[src/rtl/hmc835_pkg.sv]
// Shared definitions for the HMC835 register-programming sequencer:
// state encodings, HMC835 SPI word field positions and default poll settings.
package hmc835_pkg;

  localparam logic [2:0] ST_IDLE  = 3'd0;
  localparam logic [2:0] ST_ISSUE = 3'd1;
  localparam logic [2:0] ST_ARM   = 3'd2;
  localparam logic [2:0] ST_WAIT  = 3'd3;
  localparam logic [2:0] ST_GAP   = 3'd4;
  localparam logic [2:0] ST_CHECK = 3'd5;
  localparam logic [2:0] ST_DONE  = 3'd6;

  // HMC835 SPI word layout: rw bit, 6-bit register address, 24-bit data
  localparam int unsigned HMC_RW_BIT   = 31;
  localparam int unsigned HMC_ADDR_MSB = 30;
  localparam int unsigned HMC_ADDR_LSB = 25;
  localparam int unsigned HMC_DATA_MSB = 24;
  localparam int unsigned HMC_DATA_LSB = 1;

  // Read of register 0x12 (lock detect); lock flag is bit 2 of the read data
  localparam logic [31:0] HMC_POLL_WORD = 32'hA4000000;
  localparam int unsigned HMC_LOCK_BIT  = 2;

endpackage

[src/rtl/hmc835_seq_table.sv]
// 2^ADDR_W x 32 word table: one synchronous write port, one synchronous read port.
module hmc835_seq_table #(
  parameter int unsigned ADDR_W = 5
) (
  input  logic              clock,
  input  logic              we,
  input  logic [ADDR_W-1:0] wr_addr,
  input  logic [31:0]       wr_data,
  input  logic              rd_en,
  input  logic [ADDR_W-1:0] rd_addr,
  output logic [31:0]       rd_data
);

  logic [31:0] mem [2**ADDR_W];

  // A read and write to the same address in one cycle returns the old word
  always_ff @(posedge clock) begin
    if (we)
      mem[wr_addr] <= wr_data;
    if (rd_en)
      rd_data <= mem[rd_addr];
  end

endmodule

[src/rtl/hmc835_seq.sv]
// Replays a host-loaded table of SPI words to the HMC835 SPI master with a
// minimum CS-high gap, then optionally polls lock detect until lock or timeout.
module hmc835_seq
  import hmc835_pkg::*;
#(
  parameter int unsigned ADDR_W     = 5,
  parameter int unsigned GAP_CYCLES = 4,
  parameter logic [31:0] POLL_WORD  = HMC_POLL_WORD,
  parameter int unsigned LOCK_BIT   = HMC_LOCK_BIT,
  parameter int unsigned POLL_MAX   = 255
) (
  input  logic              clock,
  input  logic              reset,
  input  logic              tbl_we,
  input  logic [ADDR_W-1:0] tbl_addr,
  input  logic [31:0]       tbl_data,
  input  logic              start,
  input  logic [ADDR_W:0]   count,
  input  logic              poll_en,
  output logic              busy,
  output logic              done,
  output logic              locked,
  output logic              timeout,
  output logic [31:0]       rdata_last,
  output logic              spi_write,
  output logic [31:0]       spi_din,
  input  logic              spi_busy,
  input  logic [31:0]       spi_rdata
);

  logic [2:0]        state;
  logic [ADDR_W:0]   idx;
  logic [ADDR_W:0]   idx_inc;
  logic [ADDR_W:0]   cnt_q;
  logic              poll_en_q;
  logic              poll_phase;
  logic [7:0]        gap_cnt;
  logic [7:0]        polls;
  logic [31:0]       din_q;
  logic [31:0]       rd_data;
  logic [31:0]       word_sel;
  logic [ADDR_W-1:0] rd_addr;
  logic              rd_en;
  logic              issue;

  assign idx_inc = idx + 1'b1;

  // Reads happen only in IDLE/GAP so the word stays stable while ISSUE waits
  always_comb begin
    rd_en    = (state == ST_IDLE) || (state == ST_GAP);
    rd_addr  = (state == ST_GAP) ? idx_inc[ADDR_W-1:0] : '0;
    issue    = (state == ST_ISSUE) && !spi_busy;
    word_sel = poll_phase ? POLL_WORD : rd_data;
  end

  assign spi_write = issue;
  assign spi_din   = (state == ST_ISSUE) ? word_sel : din_q;

  hmc835_seq_table #(.ADDR_W(ADDR_W)) u_table (
    .clock   (clock),
    .we      (tbl_we && !busy),
    .wr_addr (tbl_addr),
    .wr_data (tbl_data),
    .rd_en   (rd_en),
    .rd_addr (rd_addr),
    .rd_data (rd_data)
  );

  always_ff @(posedge clock) begin
    if (reset) begin
      state      <= ST_IDLE;
      idx        <= '0;
      cnt_q      <= '0;
      poll_en_q  <= 1'b0;
      poll_phase <= 1'b0;
      gap_cnt    <= '0;
      polls      <= '0;
      din_q      <= '0;
      rdata_last <= '0;
      busy       <= 1'b0;
      done       <= 1'b0;
      locked     <= 1'b0;
      timeout    <= 1'b0;
    end else begin
      done <= 1'b0;
      if (issue)
        din_q <= word_sel;
      case (state)
        ST_IDLE: begin
          if (start) begin
            cnt_q      <= count;
            poll_en_q  <= poll_en;
            locked     <= 1'b0;
            timeout    <= 1'b0;
            idx        <= '0;
            polls      <= '0;
            poll_phase <= 1'b0;
            busy       <= 1'b1;
            if (count == '0) begin
              if (poll_en) begin
                poll_phase <= 1'b1;
                polls      <= 8'd1;
                state      <= ST_ISSUE;
              end else begin
                state <= ST_DONE;
              end
            end else begin
              state <= ST_ISSUE;
            end
          end
        end
        ST_ISSUE: if (!spi_busy) state <= ST_ARM;
        ST_ARM:   state <= ST_WAIT;
        ST_WAIT: begin
          if (!spi_busy) begin
            rdata_last <= spi_rdata;
            gap_cnt    <= 8'(GAP_CYCLES - 1);
            state      <= ST_GAP;
          end
        end
        ST_GAP: begin
          if (gap_cnt != '0) begin
            gap_cnt <= gap_cnt - 8'd1;
          end else if (poll_phase) begin
            state <= ST_CHECK;
          end else begin
            idx <= idx_inc;
            if (idx_inc < cnt_q) begin
              state <= ST_ISSUE;
            end else if (poll_en_q) begin
              poll_phase <= 1'b1;
              polls      <= 8'd1;
              state      <= ST_ISSUE;
            end else begin
              state <= ST_DONE;
            end
          end
        end
        ST_CHECK: begin
          if (rdata_last[LOCK_BIT]) begin
            locked <= 1'b1;
            state  <= ST_DONE;
          end else if (polls == 8'(POLL_MAX)) begin
            timeout <= 1'b1;
            state   <= ST_DONE;
          end else begin
            polls <= polls + 8'd1;
            state <= ST_ISSUE;
          end
        end
        ST_DONE: begin
          done  <= 1'b1;
          busy  <= 1'b0;
          state <= ST_IDLE;
        end
        default: state <= ST_IDLE;
      endcase
    end
  end

endmodule

[config.mk]
export PLATFORM = sky130hd
export DESIGN_NAME = hmc835_seq
export DESIGN_NICKNAME = d
export VERILOG_FILES = /design/src/rtl/hmc835_pkg.sv /design/src/rtl/hmc835_seq_table.sv /design/src/rtl/hmc835_seq.sv
export SDC_FILE = /design/constraint.sdc
export NUM_CORES = 2
export LEC_CHECK = 0
export BUFFER_PORTS_ARGS = -buffer_cell sky130_fd_sc_hd__buf_2
export CORE_MARGIN = 1.5
export CORE_UTILIZATION = 57
export CTS_BUF_LIST = sky130_fd_sc_hd__clkbuf_8
export DETAILED_ROUTE_END_ITERATION = 6
export GPL_TIMING_DRIVEN = 0
export PLACE_DENSITY = 0.73
export SLEW_MARGIN = 20
export SYNTH_ARGS = -nofsm -noshare
export SYNTH_HDL_FRONTEND = slang
export SYNTH_SLANG_ARGS = --single-unit
[constraint.sdc]
create_clock -name clock -period 5.7 [get_ports clock]
set_input_delay 0.285 -clock clock [delete_from_list [all_inputs] [get_ports clock]]
set_output_delay 0.285 -clock clock [all_outputs]
set_load 0.005 [all_outputs]
[Word-level counts from Yosys, hierarchy flattened]
Memories as Yosys holds them, arrays and structs flattened. A register that Yosys moved wholly into a read port is not among the register bits.
Index checks and enable logic that the tools add are counted.
Operators by class
  equal/unequal tests: 19
  muxes and demuxes: 51
  bitwise logic cells: 1
  reduce and logical (&&, ||, !) cells: 23
  $add $sub $neg: 3
  magnitude comparators: 1
Operator list (number)
  $mux 8: 9
  $mux 32: 2
  $mux 3: 11
  $pmux 8 s3: 1
  $ne 2x2->1 const B: 11
  $mux 6: 3
  $pmux 3 s6: 1
  $mux 1: 17
  $pmux 8 s2: 1
  $pmux 6 s2: 1
  $reduce_and 4->1: 3
  $eq 3x3->1 const B: 3
  $reduce_and 3->1: 3
  $add 8x1->8 const B: 1
  $eq 8x8->1 const B: 1
  $pmux 1 s2: 4
  $reduce_and 8->1: 1
  $reduce_bool 2->1: 4
  $reduce_bool 8->1: 1
  $sub 8x1->8 const B: 1
  $add 6x1->6 const B: 1
  $eq 3x2->1 const B: 2
  $logic_not 6->1: 1
  $lt 6x6->1: 1
  other kinds (10): 14
Word-level totals
  memories kept: 1
  output and inout bits: 69
  flip-flop bits (word level): 101
  word-level logic and storage cells: 112
  input bits: 81
  memory bits (writable): 1024
Memories
  u_table.mem: words 32, width 32, read ports 1, clocked after memory_dff 1, wr ports 1, RTL line hmc835_seq_table.sv:14  | logic [31:0] mem [2**ADDR_W];

[Logic depth before layout (Yosys ltp)]
  depth after elaboration: 6
  mapped depth: 12
  mapped depth without buffers: 11

[Cells and area by module]
A second synthesis with hierarchy kept.
Second synthesis, totals
  cells, all modules: 2911
  area total of the unflattened synthesis: 45743.9 sq um
By module, submodules not included
  hmc835_seq_table: area each 40812.9 sq um, cells an instance 2260, sequential area each 31710.4 sq um, times used 1
  hmc835_seq: area each 4931.0 sq um, cells an instance 651, sequential area each 2021.9 sq um, times used 1

[Least setup slack after synthesis]
No wires, ideal clock.
  path kind: register -> register
  from: reg busy
  to: mem u_table.mem[13][0] (enable)
  data arrival time: 2492 ps
  setup slack: 2787 ps
  stages on the path, launching flop included: 5
  period minus slack after synthesis: 2913 ps
  library setup time: 421 ps
  buffers on the path: 1
  required time: 5279 ps
  path through: dfxtp_1 nand2b_1 or3b_2 clkbuf_1 nor2_1
Between the ends
  longest elaborated chain between the ends: 4
RTL lines
  start, declared: RTL line hmc835_seq.sv:20  | output logic busy,
  start signal, assigned: RTL line hmc835_seq.sv:80  | busy <= 1'b0;
  start signal, assigned: RTL line hmc835_seq.sv:98  | busy <= 1'b1;
  start signal, assigned: RTL line hmc835_seq.sv:153  | busy <= 1'b0;
  $logic_not 1->1: RTL line hmc835_seq.sv:61  | .we (tbl_we && !busy),
  $logic_and 1x1->1: RTL line hmc835_seq.sv:61
  $mux 1: RTL line hmc835_seq_table.sv:18  | if (we)
  $mux 1 (not written as such): RTL line hmc835_seq_table.sv:19  | mem[wr_addr] <= wr_data;
  end, declared: RTL line hmc835_seq_table.sv:14
No other way between the ends.

[Worst setup path in the final report]
  from: reg state[2]
  to: out spi_din[1]
Between the ends
  longest elaborated chain between the ends: 2
RTL lines
  start, declared: RTL line hmc835_seq.sv:31  | logic [2:0] state;
  start signal, assigned: RTL line hmc835_seq.sv:71  | state <= ST_IDLE;
  start signal, assigned: RTL line hmc835_seq.sv:103  | state <= ST_ISSUE;
  start signal, assigned: RTL line hmc835_seq.sv:105  | state <= ST_DONE;
  $eq 3x1->1: RTL line hmc835_seq.sv:57  | assign spi_din = (state == ST_ISSUE) ? word_sel : din_q;
  $mux 32: RTL line hmc835_seq.sv:57
  end, declared: RTL line hmc835_seq.sv:26  | output logic [31:0] spi_din,
No other way between the ends.

==> results.json <==
{
  "cts.reportedPaths.clkPinSlew_ps": 60,
  "total_of_flip_flops_plus_latches_after_synthesis": 1157,
  "cp.buffers_inverters": 5,
  "critical_path.startpoint_type": "flop",
  "final_net_count": 3778,
  "worstMarginPinSlew_ps": 1199,
  "seq_power_share_pct": 54.5,
  "timing.critical_path.arrival_ps": 4520,
  "mappedNetlistArea_mm2": 0.04562,
  "ys_async_sr_fraction_pct": 0,
  "count_of_endpoints_failing_setup_in_the_final_report": 0,
  "drt-pass1-iter-count": 6,
  "number_of_top_level_pins": 150,
  "synthDominantCellAreaShare_pct": 69.51,
  "cts_tree": "yes",
  "grt_max_degree": 33,
  "fin_area_mm2": 0.05269,
  "hold_path.class": "input port to flop",
  "cts_max_level": 4,
  "timing.critical_path.from": "state[2]$_SDFFE_PP0P_",
  "tritoncts.num_buffers": 178,
  "routed_via_density": 6.360,
  "global_router_s_overall_resource_usage_pct": 31.72,
  "reg2reg_from": "idx[0]$_SDFFE_PP0P_",
  "setup_crit_end_kind": "output port",
  "post-synth-top-area-cell": "sky130_fd_sc_hd__edfxtp_1",
  "netlist_instances": 3252,
  "n_fill_cell": 5375,
  "final.min_clock_period_ps": 4806,
  "syn_to_final_growth_pct": 15.48,
  "grt_pass1_wl_um": 189900,
  "comb_power_share_pct": 9.9,
  "clockPowerShare_pct": 35.6,
  "critical-path-slowest-cell": "sky130_fd_sc_hd__clkbuf_1",
  "postCtsHoldBufs": 71,
  "grt_pass1_vias": 30170,
  "dpl_cell_area_mm2": 0.04878,
  "required_ps": 5410,
  "cts_repair_resize_count": 0,
  "core_rows": 103,
  "core_area_mm2": 0.07913,
  "finClkSkew_ps": 42.09,
  "clkLatencyLatePin_ps": 840,
  "total_leakage_power_nw": 17.69,
  "drive_gt1_share_pct": 15.07,
  "fin_setup_tns_ps": 0,
  "hold_path_startpoint": "tbl_data[9]",
  "grt_setup_unrepaired": "false",
  "cell_internal_pwr_mw": 13.16,
  "residual_antenna_violating_net_count_after_detailed_routing": 0,
  "drt_wl_total_um": 129700,
  "post-synth-top-count-cell": "sky130_fd_sc_hd__edfxtp_1",
  "initial_utilization_pct": 57.65,
  "dieHeight_um": 285.9,
  "via_count": 31000,
  "port_buffers": 148,
  "routabilityCongestion": 0.9429,
  "synth_top_cells_by_count": "1,056 x sky130_fd_sc_hd__edfxtp_1, 535 x sky130_fd_sc_hd__nand2_1, 272 x sky130_fd_sc_hd__a21oi_1, 147 x sky130_fd_sc_hd__clkbuf_1, 139 x sky130_fd_sc_hd__nor3_1",
  "synthFlopType": "sky130_fd_sc_hd__edfxtp_1",
  "cts.sinks": 1157,
  "hpwlAfterDp_um": 87410,
  "synth-warning-count": 0,
  "grt_antenna_before_repair": 3,
  "routedWlPerCell_um": 26.60,
  "post_cts_buffers": 0,
  "root_buffer": "sky130_fd_sc_hd__clkbuf_8",
  "critical_path_class": "flop to output port",
  "syn_area_per_cell_um2": 14.03,
  "maxCapViolCount": 0,
  "gr-total-overflow": 0,
  "vdd_drop_max_uv": 232.2,
  "cp_max_fo": 10,
  "postSynthNetCount": 3342,
  "detail_route.iter0.violations": 3990,
  "total_switching_power_mw": 4.456,
  "buffer_levels_on_the_longest_clock_path": 3,
  "outcome": "completed",
  "timing.critical_path.mode_cell": "sky130_fd_sc_hd__clkbuf_1",
  "power_switching_share_pct": 25.29,
  "residual_drc_count": 0,
  "synth_edf_count": 1056,
  "seq_area_frac_synth_pct": 73.94,
  "timing.final.hold_violations": 0,
  "final_min_period_over_clock_period_pct": 84.32,
  "design.die.area_mm2": 0.08174,
  "maxSlewHeadroom_pct": 20.09,
  "critical_path.max_stage_delay_ps": 560,
  "final_util_pct": 66.58,
  "worst-r2r-setup-slack_ps": 1820,
  "max_freq_ghz": 0.2081,
  "cpLargestDelayFamily": "buffers and inverters",
  "ys_types": 65,
  "report.final.slew_viol_count": 0,
  "dieWidth_um": 285.9,
  "worstPathCellList": "clkbuf_1, nor2_1, nand2_1, clkbuf_1, clkbuf_1, clkbuf_1, nand2_1, o21ai_0, buf_2",
  "power-per-cell-area_mw_per_mm2": 334.4,
  "netlist_top_cells_area": "sky130_fd_sc_hd__edfxtp_1 70%, sky130_fd_sc_hd__dfxtp_1 4.4%, sky130_fd_sc_hd__nand2_1 4.4%"
}
layer usage:
layer  up-vias  GRT usage, %  part of all wire [%]
met5         -             0                     0
met3       329         6.093                    10
met4         0         17.47                   5.6
met1     15200         43.45                    38
li1      13400             -                     -
met2      2065         48.33                    45
registers in the layout, summed over array words and instances, names as in the netlist:
name	cells
busy	1
done	1
poll_phase	1
state	3
gap_cnt	8
din_q	32
locked	1
poll_en_q	1
u_table.mem	1024
polls	8
timeout	1
u_table.rd_data	32
rdata_last	32
idx	6
cnt_q	6
logic make-up (layout without fill, tap and decap cells):
kind of cell    Yosys count  count (layout)  share of synthesized area (%)
flops                  1157            1157                          73.94
fa+ha+maj                 9               9                         0.2468
simple gates            957             957                          9.986
xor+xnor                 10              10                         0.2331
compound gates          787             787                          11.14
mux                      78              78                          1.805
buf+inv                 254             824                          2.649
other cells               0               2                              0
power groups by stage:
stage                     Combinational, mW  Clock, mW  Sequential, mW
after global routing                   1.86       6.68            9.61
after CTS                              1.69       6.30            9.59
final                                  1.75       6.28            9.60
after global placement                 1.56          0            9.77
after detailed placement               1.64          0            9.77
after floorplan                       0.846          0            9.76
per-stage QoR:
step	setup slack, ps	hold slack (ps)	total power [mW]	instances
after detailed placement	1768	444.4	11.41	4487
final	893.6	70.25	17.62	4874
after floorplan	2787	383.9	10.60	3252
after CTS	1110	16.88	17.58	4872
after global placement	1192	438.8	11.33	4450
after global routing	777.3	41.12	18.15	4874
cell usage in the layout (no fill, tap or decap), drive strengths merged, types with 4 or more instances in the layout:
| cell | synthesis | routed |
|---|---|---|
| a22oi | 66 | 66 |
| or3 | 35 | 35 |
| inv | 18 | 104 |
| dlygate4sd3 | 0 | 71 |
| clkbuf | 147 | 336 |
| nand2 | 537 | 537 |
| a32oi | 62 | 62 |
| edfxtp | 1056 | 1056 |
| nand3 | 10 | 10 |
| o21ai | 40 | 40 |
| nand2b | 36 | 36 |
| nor2 | 77 | 77 |
| ha | 9 | 9 |
| buf | 89 | 274 |
| dfxtp | 101 | 101 |
| mux2 | 4 | 4 |
| clkinv | 0 | 36 |
| mux2i | 71 | 71 |
| nor3 | 140 | 140 |
| o22ai | 128 | 128 |
| a21oi | 273 | 273 |
| and3 | 65 | 65 |
| nor4 | 34 | 34 |
| o31ai | 124 | 124 |
| xor2 | 8 | 8 |
| a211oi | 72 | 72 |
| nand3b | 5 | 5 |
worst register-to-register path, stage by stage, from the launching register on:
cell                       delay, ps
sky130_fd_sc_hd__dfxtp_1         320
sky130_fd_sc_hd__ha_1            290
sky130_fd_sc_hd__xnor2_4         500
sky130_fd_sc_hd__inv_2           140
sky130_fd_sc_hd__buf_4           240
sky130_fd_sc_hd__o21ai_2         670
sky130_fd_sc_hd__clkbuf_1        680
sky130_fd_sc_hd__a32oi_1         140
sky130_fd_sc_hd__a21oi_1         460
sky130_fd_sc_hd__nor4_2          150
layout make-up:
cell class | instances | area [um^2] | share of cell area [%]
Timing Repair Buffer | 256 | 2312 | 4.389
Clock buffer | 189 | 2601 | 4.937
Antenna cell | 2 | 5.005 | 0.009499
Clock inverter | 125 | 580.6 | 1.102
Buffer | 236 | 1142 | 2.168
Inverter | 18 | 67.56 | 0.1282
Sequential cell | 1157 | 33730 | 64.03
Multi-Input combinational cell | 1841 | 10930 | 20.75
Tap cell | 1050 | 1314 | 2.494
path summary, 6_finish.rpt:
kind | end | cells after the start
setup / recovery | spi_din[1] | 9
hold / removal | u_table.mem[14][9]$_DFFE_PP_ | 1
setup reg to reg | u_table.rd_data[14]$_DFFE_PN_ | 9
hold reg to reg | rdata_last[9]$_SDFFE_PP0P_ | 2
No activity file was read; power rests on OpenSTA's default activity.
